[config.mk]
export PLATFORM = sky130hd
export DESIGN_NAME = usb_tx_line_encoder
export DESIGN_NICKNAME = d
export VERILOG_FILES = /design/src/rtl/usb_tx_line_encoder.sv
export SDC_FILE = /design/constraint.sdc
export NUM_CORES = 1
export LEC_CHECK = 0
export ABC_CLOCK_PERIOD_IN_PS = 2600
export BUFFER_PORTS_ARGS = -buffer_cell sky130_fd_sc_hd__buf_2
export CORE_ASPECT_RATIO = 1.4
export CORE_UTILIZATION = 50
export CTS_CLUSTER_DIAMETER = 80
export DETAILED_ROUTE_END_ITERATION = 10
export PLACE_DENSITY = 0.72
export SLEW_MARGIN = 20
export SYNTH_ARGS = -nofsm -noshare
export SYNTH_HDL_FRONTEND = slang
export SYNTH_SLANG_ARGS = --single-unit
[constraint.sdc]
create_clock -name clock -period 2.6 [get_ports clock]
set_input_delay 0.26 -clock clock [delete_from_list [all_inputs] [get_ports clock]]
set_output_delay 0.26 -clock clock [all_outputs]
set_load 0.03 [all_outputs]
[src/rtl/usb_tx_line_encoder.sv]
// rtl/usb_tx_line_encoder.sv - USB LS/FS transmit line encoder: SYNC, LSB-first serialise, bit stuffing, NRZI, EOP.
// Optional stuff-bit counter port enabled by USB_TX_STUFF_CNT_EN.
module usb_tx_line_encoder #(
    parameter int DATA_WIDTH   = 8,
    parameter int STUFF_RUN    = 6,
    parameter int SYNC_BITS    = 8,
    parameter int EOP_SE0_BITS = 2
) (
    input  logic                  clock,
    input  logic                  reset,
    input  logic [DATA_WIDTH-1:0] in_data,
    input  logic                  in_valid,
    input  logic                  in_last,
    output logic                  in_ready,
    output logic                  dp,
    output logic                  dm,
    output logic                  out_en,
    output logic                  busy,
    output logic                  underrun
`ifdef USB_TX_STUFF_CNT_EN
    ,
    output logic [15:0]           stuff_count
`endif
);

    localparam int BW = $clog2(DATA_WIDTH + 1);
    localparam int RW = $clog2(STUFF_RUN + 1);
    localparam int SW = $clog2(SYNC_BITS + 1);
    localparam int EW = $clog2(EOP_SE0_BITS + 1);

    localparam logic [BW-1:0] BITS_FULL = BW'(DATA_WIDTH);
    localparam logic [BW-1:0] BITS_LOAD = BW'(DATA_WIDTH - 1);
    localparam logic [RW-1:0] RUN_MAX   = RW'(STUFF_RUN);
    localparam logic [SW-1:0] SYNC_END  = SW'(SYNC_BITS);
    localparam logic [SW-1:0] SYNC_ONE  = SW'(SYNC_BITS - 1);
    localparam logic [EW-1:0] EOP_END   = EW'(EOP_SE0_BITS);

    typedef enum logic [2:0] {
        IDLE    = 3'd0,
        SYNC    = 3'd1,
        DATA    = 3'd2,
        EOP_SE0 = 3'd3,
        EOP_J   = 3'd4
    } state_t;

    state_t                  state_q, state_d;
    logic [DATA_WIDTH-1:0]   shift_q, shift_d;
    logic [DATA_WIDTH-1:0]   hold_q, hold_d;
    logic                    hold_full_q, hold_full_d;
    logic                    last_q, last_d;
    logic [BW-1:0]           bits_q, bits_d;
    logic [RW-1:0]           run_q, run_d, run_cur;
    logic [SW-1:0]           sync_q, sync_d;
    logic [EW-1:0]           eop_q, eop_d;
    logic                    level_q, level_d;
    logic                    out_en_d, underrun_d, dp_d, dm_d;
    logic                    se0, emit, bit_v, data_step;
`ifdef USB_TX_STUFF_CNT_EN
    logic                    stuffed;
`endif

    assign busy = (state_q != IDLE);

    always_comb begin
        state_d     = state_q;
        shift_d     = shift_q;
        hold_d      = hold_q;
        hold_full_d = hold_full_q;
        last_d      = last_q;
        bits_d      = bits_q;
        run_d       = run_q;
        run_cur     = run_q;
        sync_d      = sync_q;
        eop_d       = eop_q;
        level_d     = level_q;
        out_en_d    = 1'b1;
        underrun_d  = 1'b0;
        in_ready    = 1'b0;
        se0         = 1'b0;
        emit        = 1'b0;
        bit_v       = 1'b1;
        data_step   = 1'b0;
`ifdef USB_TX_STUFF_CNT_EN
        stuffed     = 1'b0;
`endif

        case (state_q)
            IDLE: begin
                in_ready = 1'b1;
                out_en_d = 1'b0;
                if (in_valid) begin
                    state_d     = SYNC;
                    shift_d     = in_data;
                    bits_d      = BITS_FULL;
                    last_d      = in_last;
                    hold_full_d = 1'b0;
                    run_d       = '0;
                    sync_d      = SW'(1);
                    out_en_d    = 1'b1;
                    // NRZI starts from J; the first SYNC bit is a 0 unless SYNC is a lone 1
                    level_d     = (SYNC_BITS == 1);
                end
            end
            SYNC: begin
                if (sync_q < SYNC_END) begin
                    emit   = 1'b1;
                    bit_v  = (sync_q == SYNC_ONE);
                    sync_d = sync_q + SW'(1);
                end else begin
                    state_d   = DATA;
                    run_cur   = '0;
                    data_step = 1'b1;
                end
            end
            DATA: begin
                in_ready  = !hold_full_q && !last_q;
                data_step = 1'b1;
            end
            EOP_SE0: begin
                if (eop_q < EOP_END) begin
                    se0   = 1'b1;
                    eop_d = eop_q + EW'(1);
                end else begin
                    state_d = EOP_J;
                    level_d = 1'b1;
                end
            end
            EOP_J: begin
                state_d     = IDLE;
                out_en_d    = 1'b0;
                level_d     = 1'b1;
                hold_full_d = 1'b0;
                last_d      = 1'b0;
                bits_d      = '0;
                run_d       = '0;
                sync_d      = '0;
                eop_d       = '0;
            end
            default: begin
                state_d  = IDLE;
                out_en_d = 1'b0;
                level_d  = 1'b1;
            end
        endcase

        // Priority: starvation aborts before an owed stuff bit; stuff before next payload bit
        if (data_step) begin
            if (bits_q == '0 && !hold_full_q && !last_q) begin
                underrun_d = 1'b1;
                state_d    = EOP_SE0;
                se0        = 1'b1;
                eop_d      = EW'(1);
            end else if (run_cur == RUN_MAX) begin
                emit  = 1'b1;
                bit_v = 1'b0;
                run_d = '0;
`ifdef USB_TX_STUFF_CNT_EN
                stuffed = 1'b1;
`endif
            end else if (bits_q != '0) begin
                emit    = 1'b1;
                bit_v   = shift_q[0];
                shift_d = shift_q >> 1;
                bits_d  = bits_q - BW'(1);
                run_d   = shift_q[0] ? run_cur + RW'(1) : '0;
            end else if (hold_full_q) begin
                emit        = 1'b1;
                bit_v       = hold_q[0];
                shift_d     = hold_q >> 1;
                bits_d      = BITS_LOAD;
                hold_full_d = 1'b0;
                run_d       = hold_q[0] ? run_cur + RW'(1) : '0;
            end else begin
                state_d = EOP_SE0;
                se0     = 1'b1;
                eop_d   = EW'(1);
            end
        end

        if (state_q == DATA && in_valid && in_ready) begin
            hold_d      = in_data;
            hold_full_d = 1'b1;
            last_d      = in_last;
        end

        if (emit && !bit_v) begin
            level_d = !level_q;
        end

        dp_d = se0 ? 1'b0 : level_d;
        dm_d = se0 ? 1'b0 : !level_d;
    end

    always_ff @(posedge clock) begin
        if (reset) begin
            state_q     <= IDLE;
            shift_q     <= '0;
            hold_q      <= '0;
            hold_full_q <= 1'b0;
            last_q      <= 1'b0;
            bits_q      <= '0;
            run_q       <= '0;
            sync_q      <= '0;
            eop_q       <= '0;
            level_q     <= 1'b1;
            dp          <= 1'b1;
            dm          <= 1'b0;
            out_en      <= 1'b0;
            underrun    <= 1'b0;
        end else begin
            state_q     <= state_d;
            shift_q     <= shift_d;
            hold_q      <= hold_d;
            hold_full_q <= hold_full_d;
            last_q      <= last_d;
            bits_q      <= bits_d;
            run_q       <= run_d;
            sync_q      <= sync_d;
            eop_q       <= eop_d;
            level_q     <= level_d;
            dp          <= dp_d;
            dm          <= dm_d;
            out_en      <= out_en_d;
            underrun    <= underrun_d;
        end
    end

`ifdef USB_TX_STUFF_CNT_EN
    always_ff @(posedge clock) begin
        if (reset) begin
            stuff_count <= '0;
        end else if (stuffed && stuff_count != 16'hFFFF) begin
            stuff_count <= stuff_count + 16'd1;
        end
    end
`endif

endmodule

==> results of run 1 <==
## report_power, final
group,internal [mW],switching (mW)
clock,0.192,0.224
sequential,0.617,0.0139
combinational,0.0593,0.0857
total,0.868,0.324
## flip-flops by register name, indices dropped and copies added, names as in the netlist
name and cells:
bits_q 4, dm 1, dp 1, eop_q 2, hold_full_q 1, hold_q 8, last_q 1, level_q 1
out_en 1, run_q 3, shift_q 8, state_q 3, sync_q 4, underrun 1
## routing by layer
metal	track usage [%]	share of wire (%)	wire (µm)
met1	23.1	42	1830
met2	39.4	53	2320
met4	11.7	3.0	132
met5	0	0	0
met3	4.61	2.6	113
## stage by stage
step	hold WS (ns)	util, %	total power, mW	instances
3_5_place_dp	0.444	55.1	0.789	286
6_report	0.210	57.5	1.19	294
4_1_cts	0.206	57.5	1.21	294
3_3_place_gp	0.437	55.1	0.789	286
5_1_grt	0.214	57.5	1.24	294
2_1_floorplan	0.396	-	0.750	234
## Yosys cell counts, drive strengths merged, types with 2 or more instances
library cell and instances:
nor4 3, nand3 3, nor4b 2, nor3 11
clkbuf 5, a21oi 25, o211ai 2, and3 9
ha 6, o22a 7, buf 9, mux2i 17
nand2 10, nand2b 3, nor2b 3, inv 9
nor2 28, o21ai 11, dfxtp 39, a211oi 4
## logic make-up after synthesis
logic type               after synthesis
AND/OR/NAND/NOR                       81
AO/OA/AOI/OAI                         65
flip-flops                            39
buffers and inverters                 24
multiplexers                          18
adder cells (fa/ha/maj)                6
XOR/XNOR                               1
## worst max path at each step
stage / slack [ns] / endpoint / start
finish: 0.43 / bits_q[2] / sync_q[3]
global route: 0.25 / level_q / bits_q[0]
CTS: 0.42 / bits_q[2] / sync_q[3]
detailed placement: 0.45 / bits_q[2] / sync_q[3]
global placement: 0.54 / bits_q[2] / state_q[2]
floorplan: 0.58 / bits_q[2] / state_q[2]
## critical path, cell delays in order (launching register included)
cell      delay [ns]
dfxtp_1         0.42
and4bb_2        0.30
nor2b_1         0.08
ha_1            0.18
and2_1          0.17
o21ai_2         0.20
o211a_1         0.39
a21oi_1         0.08
nor4_1          0.26
## layout make-up
cell class	instances	area share, %
sequential	39	34.4
timing repair buffer	23	5.73
multi-input combinational	171	51.8
tap	43	2.37
clock inverter	3	1.10
inverter	10	1.65
clock buffer	5	3.03
==> qor.yml, run 1 <==
placement:
  place_congestion: 0.875
  placed_area_um2: 2180
  io_buffer_count: 17
  dp_slack_ns: 0.454
  dp_hpwl_um: 3100
floorplan:
  io-pin-count: 18
  num_rows: 27
  core_um2: 3950
  design.die.area_um2: 4420
  die_w_um: 56.5
  start_util_pct: 52.5
  chipHeight_um: 78.2
clocking:
  cts_made_buffers: 5
  hold_buffers: 0
  ctsHtreeMaxLevel: 2
  post_cts_resized: 0
  clk_pin_slew_ns: 0.08
  clockBufferDepth: 2
  cts_setup_buffers: 0
  cts_sinks: 39
  cts_tree: "done"
  cts_root_buffer: "clkbuf_8"
  clock_latency_ns: 0.29
timing:
  worst_slew_pin_slew_ns: 0.686
  min_period_over_period_pct: 83.3
  slew_headroom_pct: 54.3
  fin_crit_ns: 2.17
  max_freq_ghz: 0.462
  rsz0062_at_grt: "false"
  hold_viol: 0
  fin_skew_ns: 0.00746
  drv_slew: 0
  fin_tns_setup_ns: 0
  setup_viol: 0
  worst_slack_ns: 0.434
cells_and_area:
  nFillCells: 368
  multi_input_area_um2: 1180
  diodes: 0
  finalInstanceArea_um2: 2270
  final_common_cell: "dfxtp_1"
  layout_common_cells: "dfxtp_1 (39), nor2_1 (28), a21oi_1 (24)"
  drive_above_1_share_pct: 21.5
  syn2layout_area_growth_pct: 9.46
  layout.nets: 268
  register_area_um2: 781
worst_hold_path:
  hold_end: "hold_q[0]"
  min_from: "in_data[0]"
  hp-class: "in -> reg"
  min_path_cells: 3
yosys:
  netlist_instances: 234
  synth_async_sr_flop_share_pct: 0
  synth_fp_nets: 252
  syn_area_um2: 2080
  ys.flop_type: "dfxtp_1"
  synth_area_leaders: "dfxtp_1 (38%), mux2i_1 (8.2%), a21oi_1 (5.8%)"
  synth-edff-count: 0
  syn_area_per_cell_um2: 8.87
  synth_compound_area_share_pct: 21.5
  synth_top_family_by_area: "simple AND/OR/NAND/NOR gates"
  ys_seq_area_share_pct: 37.6
  synth_top_area_share_pct: 37.6
  yosysTopAreaCell: "dfxtp_1"
  synth_xor_area_share_pct: 0.422
  synthMuxAreaShare_pct: 8.74
  synth_fa_ha_area_share_pct: 3.62
  synthDistinctLibCells: 56
  ys_ff_latch: 39
  synth_simple_gate_area_share_pct: 22.4
  synth_warnings: 0
detailed_routing:
  dr.pass1.iters: 4
  ant_nets: 0
  drt_iter0_drc: 88
  avgRoutedWirePerCell_um: 15.0
  viasPerCell: 5.99
  drc: 0
  wirelength_um: 4400
  vias: 1762
worst_setup_path:
  rrSetupSlack_ns: 0.43
  critPathKind: "reg -> reg"
  cp.required_ns: 2.80
  r2r_end: "bits_q[2]"
  worstPathMaxFanout: 11
  reg2regPathDepth: 8
  critPathLaunchType: "register"
  r2r_start: "sync_q[3]"
  arrival_ns: 2.36
  crit_path_end_kind: "register"
outcome:
  outcome: "completed"
global_route:
  grt_pass1_vias: 1760
  grt_pass1_wl_um: 7600
  grt_util_all_layers_pct: 21.8
  grt.overflow.total: 0
  grt_max_degree: 38
  antenna_found_initial: 0
job:
  maxCapViolations: 0
power_and_ir_drop:
  vdd_drop_max_uv: 401
  power.leakage_nw: 0.965
  power_density_nw_per_um2: 525
Note: power is estimated with default switching activity, not from simulation.
==> inputs of run 2 (changes only) <==
--- a/config.mk
+++ b/config.mk
@@ -5,7 +5,7 @@
 export SDC_FILE = /design/constraint.sdc
 export NUM_CORES = 1
 export LEC_CHECK = 0
-export ABC_CLOCK_PERIOD_IN_PS = 2600
+export ABC_CLOCK_PERIOD_IN_PS = 2000
 export BUFFER_PORTS_ARGS = -buffer_cell sky130_fd_sc_hd__buf_2
 export CORE_ASPECT_RATIO = 1.4
 export CORE_UTILIZATION = 50
==> constraint.sdc (replaced) <==
create_clock -name clock -period 2 [get_ports clock]
set_input_delay 0.2 -clock clock [delete_from_list [all_inputs] [get_ports clock]]
set_output_delay 0.2 -clock clock [all_outputs]
set_load 0.03 [all_outputs]
==> run 2 against run 1 <==
Non-clock buffer count rose by 15. Worst setup slack worse by 0.42 ns. Cell area is 11% higher. Critical path depth is 1 higher. Wire length grew 11%. Die area unchanged. Largest cell class unchanged.
==> qor.yml, run 2 (synthesis gave the netlist of run 1 again) <==
worst_setup_path:
  worstPathMaxFanout: 6
  critPathKind: "reg -> reg"
  cp.required_ns: 2.21
  arrival_ns: 2.19
  reg2regPathDepth: 9
  critPathLaunchType: "register"
  crit_path_end_kind: "register"
placement:
  dp_slack_ns: 0.0350
  placed_area_um2: 2270
  place_congestion: 0.813
  io_buffer_count: 17
  dp_hpwl_um: 3170
  placed_cells: 296
power_and_ir_drop:
  vdd_drop_max_uv: 666
  power.leakage_nw: 1.07
  power_density_nw_per_um2: 721
job:
  maxCapViolations: 0
detailed_routing:
  viasPerCell: 5.89
  vias: 1821
  ant_nets: 0
  top_layer: "met4"
  dr.pass1.iters: 4
  avgRoutedWirePerCell_um: 15.8
  drc: 0
  drt_iter0_drc: 96
  wl_met2_um: 2500
  wirelength_met1_um: 2010
  wl_met3_um: 170
  wirelength_um: 4870
cells_and_area:
  fin_cells: 309
  top_regs: "hold_q: 8 flops, shift_q: 8 flops"
  final_common_cell: "dfxtp_1"
  layout_common_cells: "dfxtp_1 (38), nor2_1 (28), a21oi_1 (22)"
  drive_above_1_share_pct: 30.1
  finalInstanceArea_um2: 2530
  diodes: 0
  syn2layout_area_growth_pct: 21.8
  layout.nets: 283
global_route:
  antenna_found_initial: 0
  grt_pass1_vias: 1676
  grt_pass1_wl_um: 7720
  grt_util_all_layers_pct: 22.4
  grt_max_degree: 38
  grt.overflow.total: 0
clocking:
  clk_pin_slew_ns: 0.08
  cts_root_buffer: "clkbuf_8"
  clockBufferDepth: 2
  cts_sinks: 39
  cts_tree: "done"
  cts_made_buffers: 5
  clock_latency_ns: 0.30
  ctsHtreeMaxLevel: 2
floorplan:
  num_rows: 27
  start_util_pct: 52.5
  core_um2: 3950
  io-pin-count: 18
  design.die.area_um2: 4420
  die_w_um: 56.5
  chipHeight_um: 78.2
timing:
  worst_slack_ns: 0.0184
  hold_viol: 0
  max_freq_ghz: 0.505
  fin_skew_ns: 0.00682
  fin_crit_ns: 1.98
  worst_slew_pin_slew_ns: 0.685
  min_period_over_period_pct: 99.1
  setup_viol: 0
  rsz0062_at_grt: "true"
  slew_headroom_pct: 53.8
  drv_slew: 0
outcome:
  outcome: "completed"
worst_hold_path:
  min_path_cells: 3
  hp-class: "in -> reg"
-- run 2: cell type report --
class,instances,area [µm²]
Fill cell,339,1430
Multi-Input combinational cell,171,1240
Sequential cell,39,782
Timing Repair Buffer,38,274
Clock buffer,5,68.8
Clock inverter,3,67.6
Tap cell,43,53.8
Inverter,10,37.5
-- run 2: critical path, cell delays in order, from the launching register on --
cell,delay (ns)
dfxtp_1,0.33
and4bb_2,0.32
nor2b_2,0.06
ha_2,0.17
and2_4,0.16
o21ai_4,0.23
o211a_4,0.24
buf_12,0.12
a21oi_2,0.03
nor4_1,0.23
-- run 2: per-stage QoR --
stage	util (%)	hold slack, ns	power, mW	TNS (ns)
finish	63.9	0.136	1.82	0
global route	63.9	0.145	1.88	-0.358
CTS	60.8	0.140	1.82	0
detailed placement	57.3	0.450	1.03	0
global placement	57.3	0.441	1.03	0
floorplan	-	0.336	0.975	0
-- run 2: power breakdown --
part	total, mW	leakage (nW)	switching [mW]	internal [mW]
registers	0.819	0.318	0.0171	0.802
clock network	0.797	0.0644	0.299	0.498
logic	0.205	0.684	0.117	0.0876
-- run 2: repair_timing --
item,in CTS,in global routing
setup endpoints to repair,0,10
setup buffers,0,3
endpoints found under the hold margin,0,0
resized for setup,0,17
hold buffers,0,0
-- run 2: path summary, 6_finish.rpt --
path | endpoint | slack [ns] | startpoint
max reg2reg | bits_q[2] | 0.02 | state_q[1]
min reg2reg | hold_q[7] | 0.46 | hold_q[7]
min | hold_q[3] | 0.14 | in_data[3]
max | bits_q[2] | 0.02 | state_q[1]
-- run 2: metal layers --
metal  track usage, %  vias to the layer above
met2             38.6                       44
met5                0                        -
met1             26.0                      845
met4             11.7                        0
li1                 -                      914
met3             4.12                       18
==> inputs of run 3 (changes only) <==
--- a/config.mk
+++ b/config.mk
@@ -6,12 +6,12 @@
 export NUM_CORES = 1
 export LEC_CHECK = 0
 export ABC_CLOCK_PERIOD_IN_PS = 2000
-export BUFFER_PORTS_ARGS = -buffer_cell sky130_fd_sc_hd__buf_2
 export CORE_ASPECT_RATIO = 1.4
 export CORE_UTILIZATION = 50
 export CTS_CLUSTER_DIAMETER = 80
 export DETAILED_ROUTE_END_ITERATION = 10
-export PLACE_DENSITY = 0.72
+export DONT_BUFFER_PORTS = 1
+export PLACE_DENSITY = 0.68
 export SLEW_MARGIN = 20
 export SYNTH_ARGS = -nofsm -noshare
 export SYNTH_HDL_FRONTEND = slang
==> run 3 against run 2 <==
The run now ends with negative setup slack left. Maximum frequency shrank 4.2%. Final cell count shrank 5.5%. Sequential power grew 2%. First-iteration DRC count grew 30%. Global-route usage grew 0.88 points. Register-to-register slack lost 0.09 ns. Clock skew grew 0.00075 ns. Critical path depth shrank 1. Worst hold slack lost 0.11 ns. Power shrank 6.5%.
==> qor.yml, run 3 (synthesis gave the netlist of run 1 again) <==
outcome:
  outcome: "finished with violations"
  violations: "negative setup slack"
cells_and_area:
  drive_above_1_share_pct: 24.5
  diodes: 0
  layout_common_cells: "dfxtp_1 (37), nor2_1 (27), a21oi_1 (24)"
  nFillCells: 371
  top_regs: "hold_q: 8 flops, shift_q: 8 flops"
  finalInstanceArea_um2: 2410
  layout.nets: 266
  final_common_cell: "dfxtp_1"
  syn2layout_area_growth_pct: 16.0
worst_setup_path:
  rrSetupSlack_ns: -0.07
  critPathLaunchType: "register"
  r2r_start: "state_q[2]"
  worstPathMaxFanout: 5
  arrival_ns: 2.28
  r2r_end: "dp"
  crit_end: "dp"
  critPathKind: "reg -> reg"
  crit_path_end_kind: "register"
  reg2regPathDepth: 8
  cp-startpoint: "state_q[2]"
  cp.required_ns: 2.21
timing:
  drv_slew: 0
  hold_viol: 0
  min_period_over_period_pct: 103
  fin_crit_ns: 2.07
  setup_viol: 2
  worst_slack_ns: -0.0682
  rsz0062_at_grt: "true"
  hold_slack_ns: 0.0303
  worst_slew_pin_slew_ns: 0.543
  max_freq_ghz: 0.484
  slew_headroom_pct: 63.4
  fin_skew_ns: 0.00757
detailed_routing:
  drc: 0
  drt_iter0_drc: 125
  wirelength_um: 4950
  ant_nets: 0
  vias: 1752
  avgRoutedWirePerCell_um: 16.9
  dr.pass1.iters: 4
  viasPerCell: 6.00
floorplan:
  chipHeight_um: 78.2
  core_um2: 3950
  num_rows: 27
  io-pin-count: 18
  die_w_um: 56.5
  start_util_pct: 52.5
  design.die.area_um2: 4420
clocking:
  clockBufferDepth: 2
  cts_sinks: 39
  cts_tree: "done"
  cts_root_buffer: "clkbuf_8"
  clock_latency_ns: 0.30
  cts_made_buffers: 5
  clk_pin_slew_ns: 0.08
  ctsHtreeMaxLevel: 2
placement:
  dp_hpwl_um: 3210
  placed_area_um2: 2200
  io_buffer_count: 0
  place_congestion: 0.860
global_route:
  grt_max_degree: 36
  grt.overflow.total: 0
  grt_util_all_layers_pct: 23.3
  antenna_found_initial: 0
  grt_pass1_vias: 1758
  grt_pass1_wl_um: 8030
worst_hold_path:
  hp-class: "in -> reg"
power_and_ir_drop:
  power.leakage_nw: 0.989
  vdd_drop_max_uv: 623
  power_density_nw_per_um2: 708
job:
  maxCapViolations: 0
run 3: cell type report:
type	count	area [µm²]	share of cell area, %
Clock buffer	6	82.6	3.43
Sequential cell	39	783	32.5
Multi-Input combinational cell	171	1230	51.2
Timing Repair Buffer	21	183	7.59
Tap cell	43	53.8	2.23
Inverter	10	37.5	1.56
Clock inverter	2	35.0	1.46
run 3: per-layer routing:
metal  share of wire, %  GRT usage [%]  vias up
li1                   -              -      870
met1                 41           25.4      829
met2                 53           40.9       40
met3                3.4           5.27       13
met4                2.7           12.9        0
met5                  0              0        -
run 3: worst min path at each step:
stage,depth (start not counted),start,end
after CTS,2,in_data[7],hold_q[7]
final,2,in_data[7],hold_q[7]
after global placement,1,reset,bits_q[3]
after floorplan,2,in_data[7],hold_q[7]
after detailed placement,1,reset,hold_q[7]
after global routing,2,in_data[4],hold_q[4]
run 3: through the flow:
stage	instances	util, %	setup WS, ns	total power [mW]	TNS [ns]
2_1_floorplan	234	-	0.0256	0.975	0
3_3_place_gp	281	55.6	0.0626	1.00	0
3_5_place_dp	281	55.6	0.0432	1.00	0
4_1_cts	290	59.0	0.0190	1.70	0
5_1_grt	292	60.9	-0.139	1.76	-0.387
6_report	292	60.9	-0.0682	1.70	-0.0996
run 3: worst max-delay path: stages, from the launching register on:
cell and delay (ns):
dfxtp_2 0.35, and4bb_2 0.32, nor2b_2 0.05, ha_2 0.19
and2_4 0.17, o21ai_4 0.20, nand3_2 0.14, and3_4 0.23
o41ai_4 0.33
run 3: where the power goes:
group | internal [mW] | switching, mW | total, mW
Sequential | 0.803 | 0.0316 | 0.834
Clock | 0.404 | 0.288 | 0.692
Combinational | 0.0809 | 0.0961 | 0.177
Total | 1.29 | 0.416 | 1.70
run 3: repair_timing:
item,4_1_cts,5_1_grt
endpoints found under the hold margin,35,0
buffers inserted,0,2
setup endpoints to repair,0,15
gates resized for setup,0,13
hold buffers,1,0
